**config.mk**
```make
export PLATFORM = sky130hd
export DESIGN_NAME = i2c_cmd_arbiter
export DESIGN_NICKNAME = d
export VERILOG_FILES = /design/src/rtl/i2c_pkg.sv /design/src/rtl/i2c_rr_arb.sv /design/src/rtl/i2c_cmd_arbiter.sv
export SDC_FILE = /design/constraint.sdc
export NUM_CORES = 1
export LEC_CHECK = 0
export CAP_MARGIN = 20
export CORE_ASPECT_RATIO = 1.25
export CORE_MARGIN = 3
export CORE_UTILIZATION = 50
export DETAILED_ROUTE_END_ITERATION = 10
export GPL_TIMING_DRIVEN = 0
export PLACE_DENSITY = 0.85
export SLEW_MARGIN = 20
export SYNTH_ARGS = -nofsm -noshare
export SYNTH_HDL_FRONTEND = slang
export SYNTH_HIERARCHICAL = 1
export SYNTH_SLANG_ARGS = --single-unit
```
**constraint.sdc**
```tcl
create_clock -name clk_12m -period 3.5 [get_ports clk_12m]
set_clock_uncertainty 0.15 [all_clocks]
set_input_delay 0.7 -clock clk_12m [delete_from_list [all_inputs] [get_ports clk_12m]]
set_output_delay 0.7 -clock clk_12m [all_outputs]
set_load 0.02 [all_outputs]
```
**src/rtl/i2c_pkg.sv**
```systemverilog
// Shared constants, state encoding and command record for the I2C command arbiter.
// Mode codes match the I2C master core's mode input; ack indices select bits of its ack vector.
package i2c_pkg;

  localparam logic [7:0] I2C_WAIT         = 8'h00;
  localparam logic [7:0] I2C_SINGLE_WRITE = 8'h01;
  localparam logic [7:0] I2C_CONT_WRITE   = 8'h02;
  localparam logic [7:0] I2C_WRITE_DIRECT = 8'h03;
  localparam logic [7:0] I2C_SINGLE_READ  = 8'h04;
  localparam logic [7:0] I2C_CONT_READ    = 8'h05;
  localparam logic [7:0] I2C_READ_DIRECT  = 8'h06;

  localparam int ACK_NACK_BIT   = 1;
  localparam int ACK_DONE_W_BIT = 2;
  localparam int ACK_DONE_R_BIT = 5;

  typedef enum logic [1:0] {
    ST_IDLE   = 2'd0,
    ST_LAUNCH = 2'd1,
    ST_BUSY   = 2'd2,
    ST_GAP    = 2'd3
  } state_e;

  typedef struct packed {
    logic [7:0] mode;
    logic [6:0] dev_addr;
    logic [7:0] reg_addr;
    logic [7:0] wr_data;
  } cmd_t;

  // Continuous modes are deliberately excluded: the arbiter only issues single-byte commands.
  function automatic logic mode_legal(input logic [7:0] mode);
    case (mode)
      I2C_SINGLE_WRITE, I2C_WRITE_DIRECT,
      I2C_SINGLE_READ,  I2C_READ_DIRECT:  mode_legal = 1'b1;
      default:                            mode_legal = 1'b0;
    endcase
  endfunction

  function automatic logic mode_is_read(input logic [7:0] mode);
    mode_is_read = (mode == I2C_SINGLE_READ) || (mode == I2C_READ_DIRECT);
  endfunction

endpackage

```
**src/rtl/i2c_rr_arb.sv**
```systemverilog
// Combinational round-robin picker: first asserted request at or after ptr_i wins.
// Zero latency; grants nothing while en_i is low.
module i2c_rr_arb #(
  parameter int unsigned NUM_REQ = 2,
  parameter int unsigned IDXW    = $clog2(NUM_REQ)
) (
  input  logic [NUM_REQ-1:0] req_i,
  input  logic [IDXW-1:0]    ptr_i,
  input  logic               en_i,
  output logic [NUM_REQ-1:0] gnt_o,
  output logic [IDXW-1:0]    gnt_idx_o
);

  logic            found;
  int              cand;
  logic [IDXW-1:0] cand_idx;

  always_comb begin
    gnt_o     = '0;
    gnt_idx_o = '0;
    found     = 1'b0;
    cand      = 0;
    cand_idx  = '0;
    for (int i = 0; i < int'(NUM_REQ); i++) begin
      cand = int'(ptr_i) + i;
      if (cand >= int'(NUM_REQ)) cand = cand - int'(NUM_REQ);
      cand_idx = IDXW'(cand);
      if (en_i && !found && req_i[cand_idx]) begin
        found           = 1'b1;
        gnt_o[cand_idx] = 1'b1;
        gnt_idx_o       = cand_idx;
      end
    end
  end

endmodule

```
**src/rtl/i2c_cmd_arbiter.sv**
```systemverilog
// Round-robin front end sharing one I2C master core; accept->m_config 1 cycle, raw ack flag->req_done 3 cycles.
// Requesters hold req_valid until req_accept; optional BUSY watchdog enabled by `define I2C_TIMEOUT_EN.
module i2c_cmd_arbiter
  import i2c_pkg::*;
#(
  parameter int unsigned NUM_REQ     = 2,
  parameter int unsigned GAP_CYC     = 16,
  parameter logic [23:0] TIMEOUT_CYC = 24'd1_200_000
) (
  input  logic                 clk_12m,
  input  logic                 rst_n,
  input  logic [NUM_REQ-1:0]   req_valid,
  input  logic [8*NUM_REQ-1:0] req_mode,
  input  logic [7*NUM_REQ-1:0] req_dev_addr,
  input  logic [8*NUM_REQ-1:0] req_reg_addr,
  input  logic [8*NUM_REQ-1:0] req_wr_data,
  output logic [NUM_REQ-1:0]   req_accept,
  output logic [NUM_REQ-1:0]   req_done,
  output logic                 req_error,
  output logic [7:0]           rd_data,
  output logic                 busy,
  output logic [7:0]           m_config,
  output logic [6:0]           m_dev_addr,
  output logic [7:0]           m_reg_addr,
  output logic [7:0]           m_wr_data,
  input  logic [7:0]           m_ack,
  input  logic [7:0]           m_rd_data
);

  localparam int unsigned IDXW = $clog2(NUM_REQ);
  localparam int unsigned GW   = $clog2(GAP_CYC + 1);

  state_e               state_q, state_d;
  logic [IDXW-1:0]      ptr_q, ptr_d;
  logic [IDXW-1:0]      win_q, win_d;
  cmd_t                 cmd_q, cmd_d, sel_cmd;
  logic [GW-1:0]        gap_q, gap_d;
  logic [NUM_REQ-1:0]   req_accept_q, req_accept_d;
  logic [NUM_REQ-1:0]   req_done_q, req_done_d;
  logic                 req_error_q, req_error_d;
  logic [7:0]           rd_data_q, rd_data_d;
  logic                 busy_q, busy_d;
  logic [7:0]           m_config_q, m_config_d;
  logic [6:0]           m_dev_q, m_dev_d;
  logic [7:0]           m_reg_q, m_reg_d;
  logic [7:0]           m_wr_q, m_wr_d;

  logic [2:0]           ack_sel, ack_s1_q, ack_s2_q;
  logic                 done_prev_q, done_lvl, done_pulse, nack;
  logic [NUM_REQ-1:0]   gnt;
  logic [IDXW-1:0]      gnt_idx;

`ifdef I2C_TIMEOUT_EN
  logic [23:0]          to_cnt_q, to_cnt_d;
`else
  logic                 unused_timeout;
  assign unused_timeout = ^TIMEOUT_CYC;
`endif

  logic unused_ack;
  assign unused_ack = ^{m_ack[7:6], m_ack[4:3], m_ack[0]};

  // Each ack bit is synchronized on its own so the OR is taken on clean, clock-aligned levels.
  assign ack_sel    = {m_ack[ACK_DONE_R_BIT], m_ack[ACK_DONE_W_BIT], m_ack[ACK_NACK_BIT]};
  assign done_lvl   = ack_s2_q[2] | ack_s2_q[1];
  assign done_pulse = done_lvl & ~done_prev_q;
  assign nack       = ack_s2_q[0];

  i2c_rr_arb #(.NUM_REQ(NUM_REQ), .IDXW(IDXW)) u_arb (
    .req_i     (req_valid),
    .ptr_i     (ptr_q),
    .en_i      (state_q == ST_IDLE),
    .gnt_o     (gnt),
    .gnt_idx_o (gnt_idx)
  );

  always_comb begin
    sel_cmd = '0;
    for (int i = 0; i < int'(NUM_REQ); i++) begin
      if (gnt[i]) begin
        sel_cmd.mode     = req_mode[8*i +: 8];
        sel_cmd.dev_addr = req_dev_addr[7*i +: 7];
        sel_cmd.reg_addr = req_reg_addr[8*i +: 8];
        sel_cmd.wr_data  = req_wr_data[8*i +: 8];
      end
    end
  end

  always_comb begin
    state_d      = state_q;
    ptr_d        = ptr_q;
    win_d        = win_q;
    cmd_d        = cmd_q;
    gap_d        = gap_q;
    req_accept_d = '0;
    req_done_d   = '0;
    req_error_d  = 1'b0;
    rd_data_d    = '0;
    busy_d       = busy_q;
    m_config_d   = m_config_q;
    m_dev_d      = m_dev_q;
    m_reg_d      = m_reg_q;
    m_wr_d       = m_wr_q;
`ifdef I2C_TIMEOUT_EN
    to_cnt_d     = to_cnt_q;
`endif
    unique case (state_q)
      ST_IDLE: begin
        if (|gnt) begin
          req_accept_d = gnt;
          win_d        = gnt_idx;
          cmd_d        = sel_cmd;
          ptr_d        = (gnt_idx == IDXW'(NUM_REQ - 1)) ? '0 : gnt_idx + 1'b1;
          state_d      = ST_LAUNCH;
        end
      end
      ST_LAUNCH: begin
        if (mode_legal(cmd_q.mode)) begin
          m_config_d = cmd_q.mode;
          m_dev_d    = cmd_q.dev_addr;
          m_reg_d    = cmd_q.reg_addr;
          m_wr_d     = cmd_q.wr_data;
          busy_d     = 1'b1;
          state_d    = ST_BUSY;
`ifdef I2C_TIMEOUT_EN
          to_cnt_d   = '0;
`endif
        end else begin
          // Illegal mode never reaches the core: report failure straight away.
          req_done_d[win_q] = 1'b1;
          req_error_d       = 1'b1;
          gap_d             = '0;
          state_d           = ST_GAP;
        end
      end
      ST_BUSY: begin
        if (done_pulse) begin
          req_done_d[win_q] = 1'b1;
          req_error_d       = nack;
          rd_data_d         = mode_is_read(cmd_q.mode) ? m_rd_data : 8'h00;
          m_config_d        = I2C_WAIT;
          gap_d             = '0;
          state_d           = ST_GAP;
        end
`ifdef I2C_TIMEOUT_EN
        else if (to_cnt_q == 24'(TIMEOUT_CYC - 24'd1)) begin
          req_done_d[win_q] = 1'b1;
          req_error_d       = 1'b1;
          m_config_d        = I2C_WAIT;
          gap_d             = '0;
          state_d           = ST_GAP;
        end else begin
          to_cnt_d = to_cnt_q + 24'd1;
        end
`endif
      end
      ST_GAP: begin
        m_config_d = I2C_WAIT;
        if (gap_q == GW'(GAP_CYC - 1)) begin
          busy_d  = 1'b0;
          state_d = ST_IDLE;
        end else begin
          gap_d = gap_q + 1'b1;
        end
      end
      default: state_d = ST_IDLE;
    endcase
  end

  always_ff @(posedge clk_12m or negedge rst_n) begin
    if (!rst_n) begin
      state_q      <= ST_IDLE;
      ptr_q        <= '0;
      win_q        <= '0;
      cmd_q        <= '0;
      gap_q        <= '0;
      req_accept_q <= '0;
      req_done_q   <= '0;
      req_error_q  <= 1'b0;
      rd_data_q    <= '0;
      busy_q       <= 1'b0;
      m_config_q   <= I2C_WAIT;
      m_dev_q      <= '0;
      m_reg_q      <= '0;
      m_wr_q       <= '0;
      ack_s1_q     <= '0;
      ack_s2_q     <= '0;
      done_prev_q  <= 1'b0;
`ifdef I2C_TIMEOUT_EN
      to_cnt_q     <= '0;
`endif
    end else begin
      state_q      <= state_d;
      ptr_q        <= ptr_d;
      win_q        <= win_d;
      cmd_q        <= cmd_d;
      gap_q        <= gap_d;
      req_accept_q <= req_accept_d;
      req_done_q   <= req_done_d;
      req_error_q  <= req_error_d;
      rd_data_q    <= rd_data_d;
      busy_q       <= busy_d;
      m_config_q   <= m_config_d;
      m_dev_q      <= m_dev_d;
      m_reg_q      <= m_reg_d;
      m_wr_q       <= m_wr_d;
      ack_s1_q     <= ack_sel;
      ack_s2_q     <= ack_s1_q;
      done_prev_q  <= done_lvl;
`ifdef I2C_TIMEOUT_EN
      to_cnt_q     <= to_cnt_d;
`endif
    end
  end

  assign req_accept = req_accept_q;
  assign req_done   = req_done_q;
  assign req_error  = req_error_q;
  assign rd_data    = rd_data_q;
  assign busy       = busy_q;
  assign m_config   = m_config_q;
  assign m_dev_addr = m_dev_q;
  assign m_reg_addr = m_reg_q;
  assign m_wr_data  = m_wr_q;

endmodule

```
Word-level counts from Yosys, hierarchy flattened. Cells that the tools add are included. Widths: inputs -> output; s select.

Flip-flop bits (word level): 92. Input bits: 82. Output and inout bits: 45. Logic and storage cells: 118.

Add/sub/neg operators: 5. Magnitude comparators: 8. Equality and inequality tests: 14. Multiplexer cells: 48. Bitwise logic cells: 4. Reductions and logical operators: 19.

Operators by type and width (number): $mux 31 (2); $mux 8 (5); $pmux 8 s3 (1); $mux 1 (20); $mux 2 (9); $eq 8x3->1 const B (2); $mux 5 (3); $pmux 5 s3 (1); $ne 2x2->1 const B (6); $reduce_and 3->1 (3); $eq 8x1->1 const B (1); $eq 8x2->1 const B (1); $pmux 2 s4 (1); $logic_and 1x1->1 (6); $lt 1x2->1 const B (3); $add 5x1->5 const B (1); $eq 5x4->1 const B (1); $eq 2x2->1 const B (2); $pmux 1 s2 (2); $pmux 2 s2 (1); $reduce_and 2->1 (2); $reduce_and 4->1 (1); $reduce_or 4->1 (1); $demux 1 s1 (3); 17 further kinds (20).

Logic depth before layout (Yosys ltp). Gate-level depths: netlist of the first run.

Word-level depth: 13. Gate-level depth with buffers: 9. Gate-level depth less buffers: 8.

By module. The synthesis of the first run kept the hierarchy.

Modules (own cells, without submodules): i2c_cmd_arbiter (times used 1, cells an instance 403, area an instance 4077.7 µm², seq. area each 2302.2 µm²); i2c_rr_arb (times used 1, cells an instance 6, area an instance 26.3 µm², seq. area each 0.0 µm²).

Least setup slack after synthesis of the first run. OpenSTA, ideal clock, no wires.

Path kind: flip-flop to flip-flop. From: register state_q[0]. To: register state_q[0]. Library setup time: 121 ps. Data arrival time: 1838 ps. Required time: 3229 ps. Setup slack: 1391 ps. Stages on the path, launching flop included: 10. Buffers on the path: 1. Clock period less this slack: 2109 ps. Cell sequence: dfrtp_1 -> inv_1 -> ha_1 -> nand2_1 -> a21oi_1 -> clkbuf_1 -> nor2_1 -> a222oi_1 -> a31oi_1 -> o22a_1.

Cells in the longest elaborated chain, start to end: 10. Elaborated cells on any way between the ends: 18. Those cells by class: 6 x eq/ne; 4 x mux; 1 x bitwise; 7 x reduce/logical.

Ends and longest elaborated chain: from (decl) (RTL line i2c_cmd_arbiter.sv:33) `state_e state_q, state_d;`; from (signal assigned) (RTL line i2c_cmd_arbiter.sv:193) `state_q <= state_d;`; $logic_not 2->1 (*) (RTL line i2c_cmd_arbiter.sv:72) `.en_i (state_q == ST_IDLE),`; $logic_and 1x1->1 (RTL line i2c_rr_arb.sv:28) `if (en_i && !found && req_i[cand_idx]) begin`; $mux 1 (RTL line i2c_rr_arb.sv:28); $logic_not 1->1 (RTL line i2c_rr_arb.sv:28); $logic_and 1x1->1 (2 in a row) (RTL line i2c_rr_arb.sv:28); $mux 2 (*) (RTL line i2c_rr_arb.sv:28); net gnt[1] (RTL line i2c_cmd_arbiter.sv:50) `logic [NUM_REQ-1:0] gnt;`; $reduce_or 2->1 (*) (RTL line i2c_cmd_arbiter.sv:109) `if (|gnt) begin`; $ne 2x2->1 (no line) (*); $reduce_and 3->1 (no line) (*).

The timed path passes the listed nets; every way through them passes the cells marked *. A chain may end at the register's enable or synchronous reset.

Worst setup path in the final report of the first run.
From: input req_valid[0]. To: register cmd_q[25] (netlist name).

Cells in the longest elaborated chain, start to end: 10. Elaborated cells on any way between the ends: 16. Those cells by class: 9 x mux; 1 x bitwise; 6 x reduce/logical.

Ends and longest elaborated chain: from (decl) (RTL line i2c_cmd_arbiter.sv:12) `input logic [NUM_REQ-1:0] req_valid,`; $mux 1 (implied by the code) (2 in a row) (RTL line i2c_rr_arb.sv:28); $logic_and 1x1->1 (RTL line i2c_rr_arb.sv:28); $mux 1 (RTL line i2c_rr_arb.sv:28); $logic_not 1->1 (RTL line i2c_rr_arb.sv:28); $logic_and 1x1->1 (2 in a row) (RTL line i2c_rr_arb.sv:28); $mux 2 (*) (RTL line i2c_rr_arb.sv:28); net gnt[0] (RTL line i2c_cmd_arbiter.sv:50); $mux 31 or $reduce_or 2->1 (tied branches) (RTL line i2c_cmd_arbiter.sv:80, i2c_cmd_arbiter.sv:109); $mux 31 or $reduce_and 2->1 (tied branches); to (signal assigned) (RTL line i2c_cmd_arbiter.sv:196) `cmd_q <= cmd_d;`; to (decl) (RTL line i2c_cmd_arbiter.sv:36) `cmd_t cmd_q, cmd_d, sel_cmd;`.

The timed path passes the listed nets; every way through them passes the cells marked *. The select of a mux whose other input is x is not followed.

==> flow_summary.toml, run 1 <==
[critical_path]
cp_slowest_cell = "clkdlybuf4s50_1"
reg2reg_to = "cmd_q[25]"
worstSetupPathType = "in -> reg"
cp_cell_sequence = "clkdlybuf4s50_1 -> nand2_1 -> a21oi_1 -> clkbuf_1 -> buf_1 -> nand3b_1 -> o21ai_0 -> a21oi_1"
setup.worst_path.end_class = "register"
timing.rr.start = "state_q[0]"
path_buf_inv = 3
arrival_ps = 2850
critPathLaunch = "req_valid[0]"
worstPathRequired_ps = 3560
path_delay_family = "buffers and inverters"
rrSetupSlack_ps = 800
setup.worst_path.start_class = "input port"
r2r_cells = 9
cpPeakStageDelay_ps = 510
crit_top_cell = "a21oi_1"
critPathMaxFanout = 10

[clock_network]
clkSlewWorstSetupHoldPaths_ps = 80
post_cts_buffers = 0
h-tree-depth = 3
cts_sinks = 92
cts_hold_buf = 0
post_cts_resized = 0
clockRootBuffer = "clkbuf_8"
cts_buffer_depth = 2
numCtsBuffers = 9
cts_tree = "done"
clock_latency_ps = 360

[placed_design]
placed_area_mm2 = 0.00546
place_congestion = 0.875
dp_hpwl_um = 8220
dp_cells = 626
io_buffer_count = 121
dp_slack_ps = 360

[pwr]
power_mw = 4.42
p_leak_nw = 2.52
peakVddDrop_mv = 0.446
combPwrFrac = 0.468
seq_power_share = 0.384
pwr_density_cell_mw_per_mm2 = 785
netSwitchingFraction = 0.409
intPower_mw = 2.62
p_switching_mw = 1.81
p_clk_frac = 0.149

[routing]
drtAntennaViolNets = 0
first_iter_violations = 169
dr.pass1.iters = 5
via_count = 3670
viasPerCell = 5.73
routedWlPerCell_um = 17.3
drcViolationCount = 0
routed_wl_um = 11100

[synth]
ys_ff_latch = 92
yosysTopAreaCell = "dfrtp_1"
synth-edff-count = 0
ys_top_cells_by_area = "dfrtp_1 (56%), nand2_1 (7.4%), nand3b_1 (5.3%)"
synth_flop_cell = "dfrtp_1"
yosysSeqAreaShare = 0.561
syn_area_mm2 = 0.00410
synth_top_cell_area_share = 0.561
synth_nets = 497
synth-async-reset-ratio = 1.00
yosys_warnings = 6
synthCells = 409
synth_cell_types = 48
avgSynthCellArea_um2 = 10.0

[timing]
max_slew_margin = 0.603
hold_violations = 0
setup_viol = 0
fin_tns_setup_ps = 0
min_period_over_period = 0.797
fin_crit_ps = 2790
fin_ws_ps = 710
fin_hold_ws_ps = 184
fmax_ghz = 0.358
slew_violations = 0
rsz0062_at_grt = "false"
worstMarginPinSlew_ps = 595

[floorplanning]
dieArea_mm2 = 0.00934
io_pins = 127
start_util = 0.521
die_y_um = 107
design.core.area_mm2 = 0.00788
rows = 36
fp.dieW_um = 87.0

[grt]
grt_pass1_wl_um = 17700
track_usage = 0.242
grt_start_max_net_pins = 51
antenna_found_initial = 0
grt_overflow_total = 0
grt_pass1_vias = 3686

[final_layout]
drive_above_1_share = 0.0422
syn_to_final_growth_pct = 37.3
fillers = 612
final_util = 0.715
final_cell_mix = "clkdlybuf4s50_1 (120), dfrtp_1 (92), nand2_1 (81)"
fin_area_mm2 = 0.00563
n_antenna_cell = 0
multi_input_area_mm2 = 0.00167
layout.nets = 630
stdcell_count = 640
register_area_mm2 = 0.00230
final_common_cell = "clkdlybuf4s50_1"

[worst_hold_path]
worst_hold_path_type = "in -> async"

[status]
status = "finished clean"

[run]
maxCapViolCount = 0
-- sequential cells by signal, indices dropped and copies added (netlist names), 5 cells and up --
name        count
m_wr_data       8
rd_data         8
m_reg_addr      8
cmd_q          31
gap_q           5
m_dev_addr      7
m_config        8
-- synthesized netlist by cell type, drive strengths merged (3+ instances only) --
library cell,n
and3,3
dfrtp,92
clkbuf,22
a21bo,6
ha,6
nor2,6
nand2,82
o21ai,33
nand3b,29
buf,3
nand4,7
and2,9
nand3,3
inv,9
o22ai,27
a22o,10
a21oi,31
-- final cells by class --
| cell class | instances | area share |
|---|---|---|
| Buffer | 25 | 0.0167 |
| Tap cell | 95 | 0.0211 |
| Multi-Input combinational cell | 282 | 0.296 |
| Sequential cell | 92 | 0.409 |
| Timing Repair Buffer | 122 | 0.219 |
| Clock buffer | 12 | 0.0293 |
| Inverter | 10 | 0.00666 |
| Clock inverter | 2 | 0.00178 |
-- logic make-up (layout without fill, tap and decap cells) --
| group | after synthesis | after routing | share of synthesized area |
|---|---|---|---|
| adder cells (fa/ha/maj) | 6 | 6 | 0.0183 |
| XOR/XNOR | 2 | 2 | 0.00427 |
| AO/OA/AOI/OAI | 122 | 122 | 0.189 |
| flip-flops | 92 | 92 | 0.561 |
| buffers and inverters | 35 | 171 | 0.0320 |
| multiplexers | 2 | 2 | 0.00518 |
| AND/OR/NAND/NOR | 150 | 150 | 0.190 |
-- per-layer routing --
layer  vias up  global-route usage  part of all wire
met3        22              0.0574             0.059
met1      1806               0.295              0.41
met2       122               0.416              0.51
met4         0              0.0824             0.021
met5         -                   0                 0
li1       1720                   -                 -
-- worst max path at each step --
| stage | slack [ps] | cells past startpoint | to |
|---|---|---|---|
| after detailed placement | 360 | 8 | cmd_q[25] |
| after CTS | 750 | 8 | cmd_q[25] |
| after global routing | 580 | 8 | cmd_q[25] |
| after global placement | -1670 | 1 | m_dev_addr[1] |
| after floorplan | 1390 | 9 | state_q[0] |
| final | 710 | 8 | cmd_q[25] |
-- worst reg2reg max path: stages, from the launching register on --
cell      delay, ps
dfrtp_1         440
inv_1           100
ha_1            220
nand2_1          70
a21oi_1         340
clkbuf_1        420
buf_1           470
nand3b_1        140
o21ai_0         100
a21oi_1         100
-- power groups by stage --
stage	clock network, mW	registers [mW]	logic [mW]
2_1_floorplan	0	1.84	1.13
3_3_place_gp	0	1.69	1.98
5_1_grt	0.704	1.75	2.26
3_5_place_dp	0	1.71	2.05
4_1_cts	0.665	1.69	2.07
6_report	0.658	1.70	2.07
Power figures use the tool's default switching activity.
==> run 2, diff against run 1 <==
Settings changed: CORE_UTILIZATION 50 to 47, PLACE_DENSITY 0.85 to 0.8.
Clock period 3.5 ns to 2.9 ns, I/O delays scaled along.
==> flow_summary.toml, run 2 (synthesized netlist as in run 1, its figures left out) <==
[grt]
grt_overflow_total = 0
use_met2 = 0.384
grt_busiest_layer = "met2"
antenna_found_initial = 0
grtUsageMet3 = 0.0530
grt_pass1_vias = 3823
track_usage = 0.236
use_met1 = 0.295
grt_start_max_net_pins = 54
grt_pass1_wl_um = 18300

[routing]
via_count = 3689
routed_wl_um = 11100
routedWlPerCell_um = 16.7
drcViolationCount = 0
viasPerCell = 5.56
dr.pass1.iters = 7
drtAntennaViolNets = 0
first_iter_violations = 197

[final_layout]
n_antenna_cell = 0
layout.nets = 630
final_cell_mix = "clkdlybuf4s50_1 (120), dfrtp_1 (92), nand2_1 (80)"
drive_above_1_share = 0.0458
final_util = 0.678
final_common_cell = "clkdlybuf4s50_1"
fillers = 704
largest_reg_flops = 31
multi_input_area_mm2 = 0.00167
syn_to_final_growth_pct = 38.4
top_register = "cmd_q"
register_area_mm2 = 0.00230
fin_area_mm2 = 0.00568

[critical_path]
critPathMaxFanout = 10
setup.worst_path.start_class = "register"
timing.rr.start = "state_q[0]"
critPathLaunch = "state_q[0]"
worstPathRequired_ps = 3030
cp_slowest_cell = "dfrtp_1"
worstSetupPathType = "reg -> reg"
cpPeakStageDelay_ps = 450
arrival_ps = 2760
path_buf_inv = 4
cp_cell_sequence = "inv_1 -> ha_1 -> nand2_1 -> a21oi_1 -> clkbuf_1 -> clkinv_1 -> clkbuf_1 -> a21oi_1"
path_delay_family = "buffers and inverters"
setup.worst_path.end_class = "register"

[clock_network]
cts_hold_buf = 0
clkSlewWorstSetupHoldPaths_ps = 90
cts_buffer_depth = 2
post_cts_resized = 0
clock_latency_ps = 360
cts_tree = "done"
h-tree-depth = 3
cts_sinks = 92
numCtsBuffers = 9
post_cts_buffers = 0
clockRootBuffer = "clkbuf_8"

[floorplanning]
start_util = 0.490
fp.dieW_um = 89.6
design.core.area_mm2 = 0.00838
rows = 37
die_y_um = 110
dieArea_mm2 = 0.00990
io_pins = 127

[status]
status = "finished clean"

[placed_design]
placed_area_mm2 = 0.00549
io_buffer_count = 121
dp_hpwl_um = 8230
place_congestion = 0.821

[pwr]
intPower_mw = 3.20
p_clk_frac = 0.160
combPwrFrac = 0.462
p_leak_nw = 2.52
power_mw = 5.43
p_switching_mw = 2.22
netSwitchingFraction = 0.410
peakVddDrop_mv = 0.480
seq_power_share = 0.378
pwr_density_cell_mw_per_mm2 = 955

[run]
maxCapViolCount = 0

[timing]
fin_crit_ps = 2620
fin_tns_setup_ps = 0
slew_violations = 0
setup_viol = 0
fmax_ghz = 0.381
min_period_over_period = 0.904
worstMarginPinSlew_ps = 531
rsz0062_at_grt = "false"
hold_violations = 0
max_slew_margin = 0.644

[worst_hold_path]
worst_hold_path_type = "in -> async"
run 2: final cells by class:
cell class / count / area share
clock buffers: 11 / 0.0249
inverters: 10 / 0.00661
flip-flops and latches: 92 / 0.405
multi-input cells: 282 / 0.294
clock inverters: 4 / 0.00881
plain buffers: 25 / 0.0167
well taps: 117 / 0.0258
repair buffers: 122 / 0.218
run 2: final timing paths:
kind                                to  cells after the start  slack [ps]
min in group clk_12m       ack_s2_q[1]                      0         210
min reg2reg                ack_s2_q[1]                      0         210
max in group asynchronous     cmd_q[6]                      2        1940
max                          cmd_q[16]                      8         280
min                        m_config[5]                      1          30
max reg2reg                  cmd_q[16]                      8         280
run 2: worst reg2reg max path, cell delays in order, from the launching register on:
cell      delay [ps]
dfrtp_1          450
inv_1            110
ha_1             230
nand2_1          100
a21oi_1          150
clkbuf_1         410
clkinv_1         380
clkbuf_1         350
a21oi_1          230
run 2: metal layers:
metal	routed length, µm	share of wire	vias to the layer above
li1	-	-	1721
met1	4370	0.39	1767
met2	5560	0.50	177
met3	898	0.081	24
met4	256	0.023	0
met5	0	0	-
run 2: power by group through the flow:
stage	sequential, mW	combinational (mW)	clock, mW
2_1_floorplan	2.22	1.36	0
3_3_place_gp	2.05	2.39	0
3_5_place_dp	2.07	2.50	0
4_1_cts	2.05	2.51	0.878
5_1_grt	2.12	2.76	0.922
6_report	2.05	2.51	0.869
run 2: through the flow:
| stage | setup slack [ps] | instances | hold WS [ps] |
|---|---|---|---|
| finish | 277 | 663 | 32.6 |
| global route | 26.9 | 663 | 60.1 |
| CTS | 217 | 663 | 48.2 |
| detailed placement | -85.0 | 648 | 196 |
| global placement | -2190 | 647 | 184 |
| floorplan | 791 | 409 | 134 |
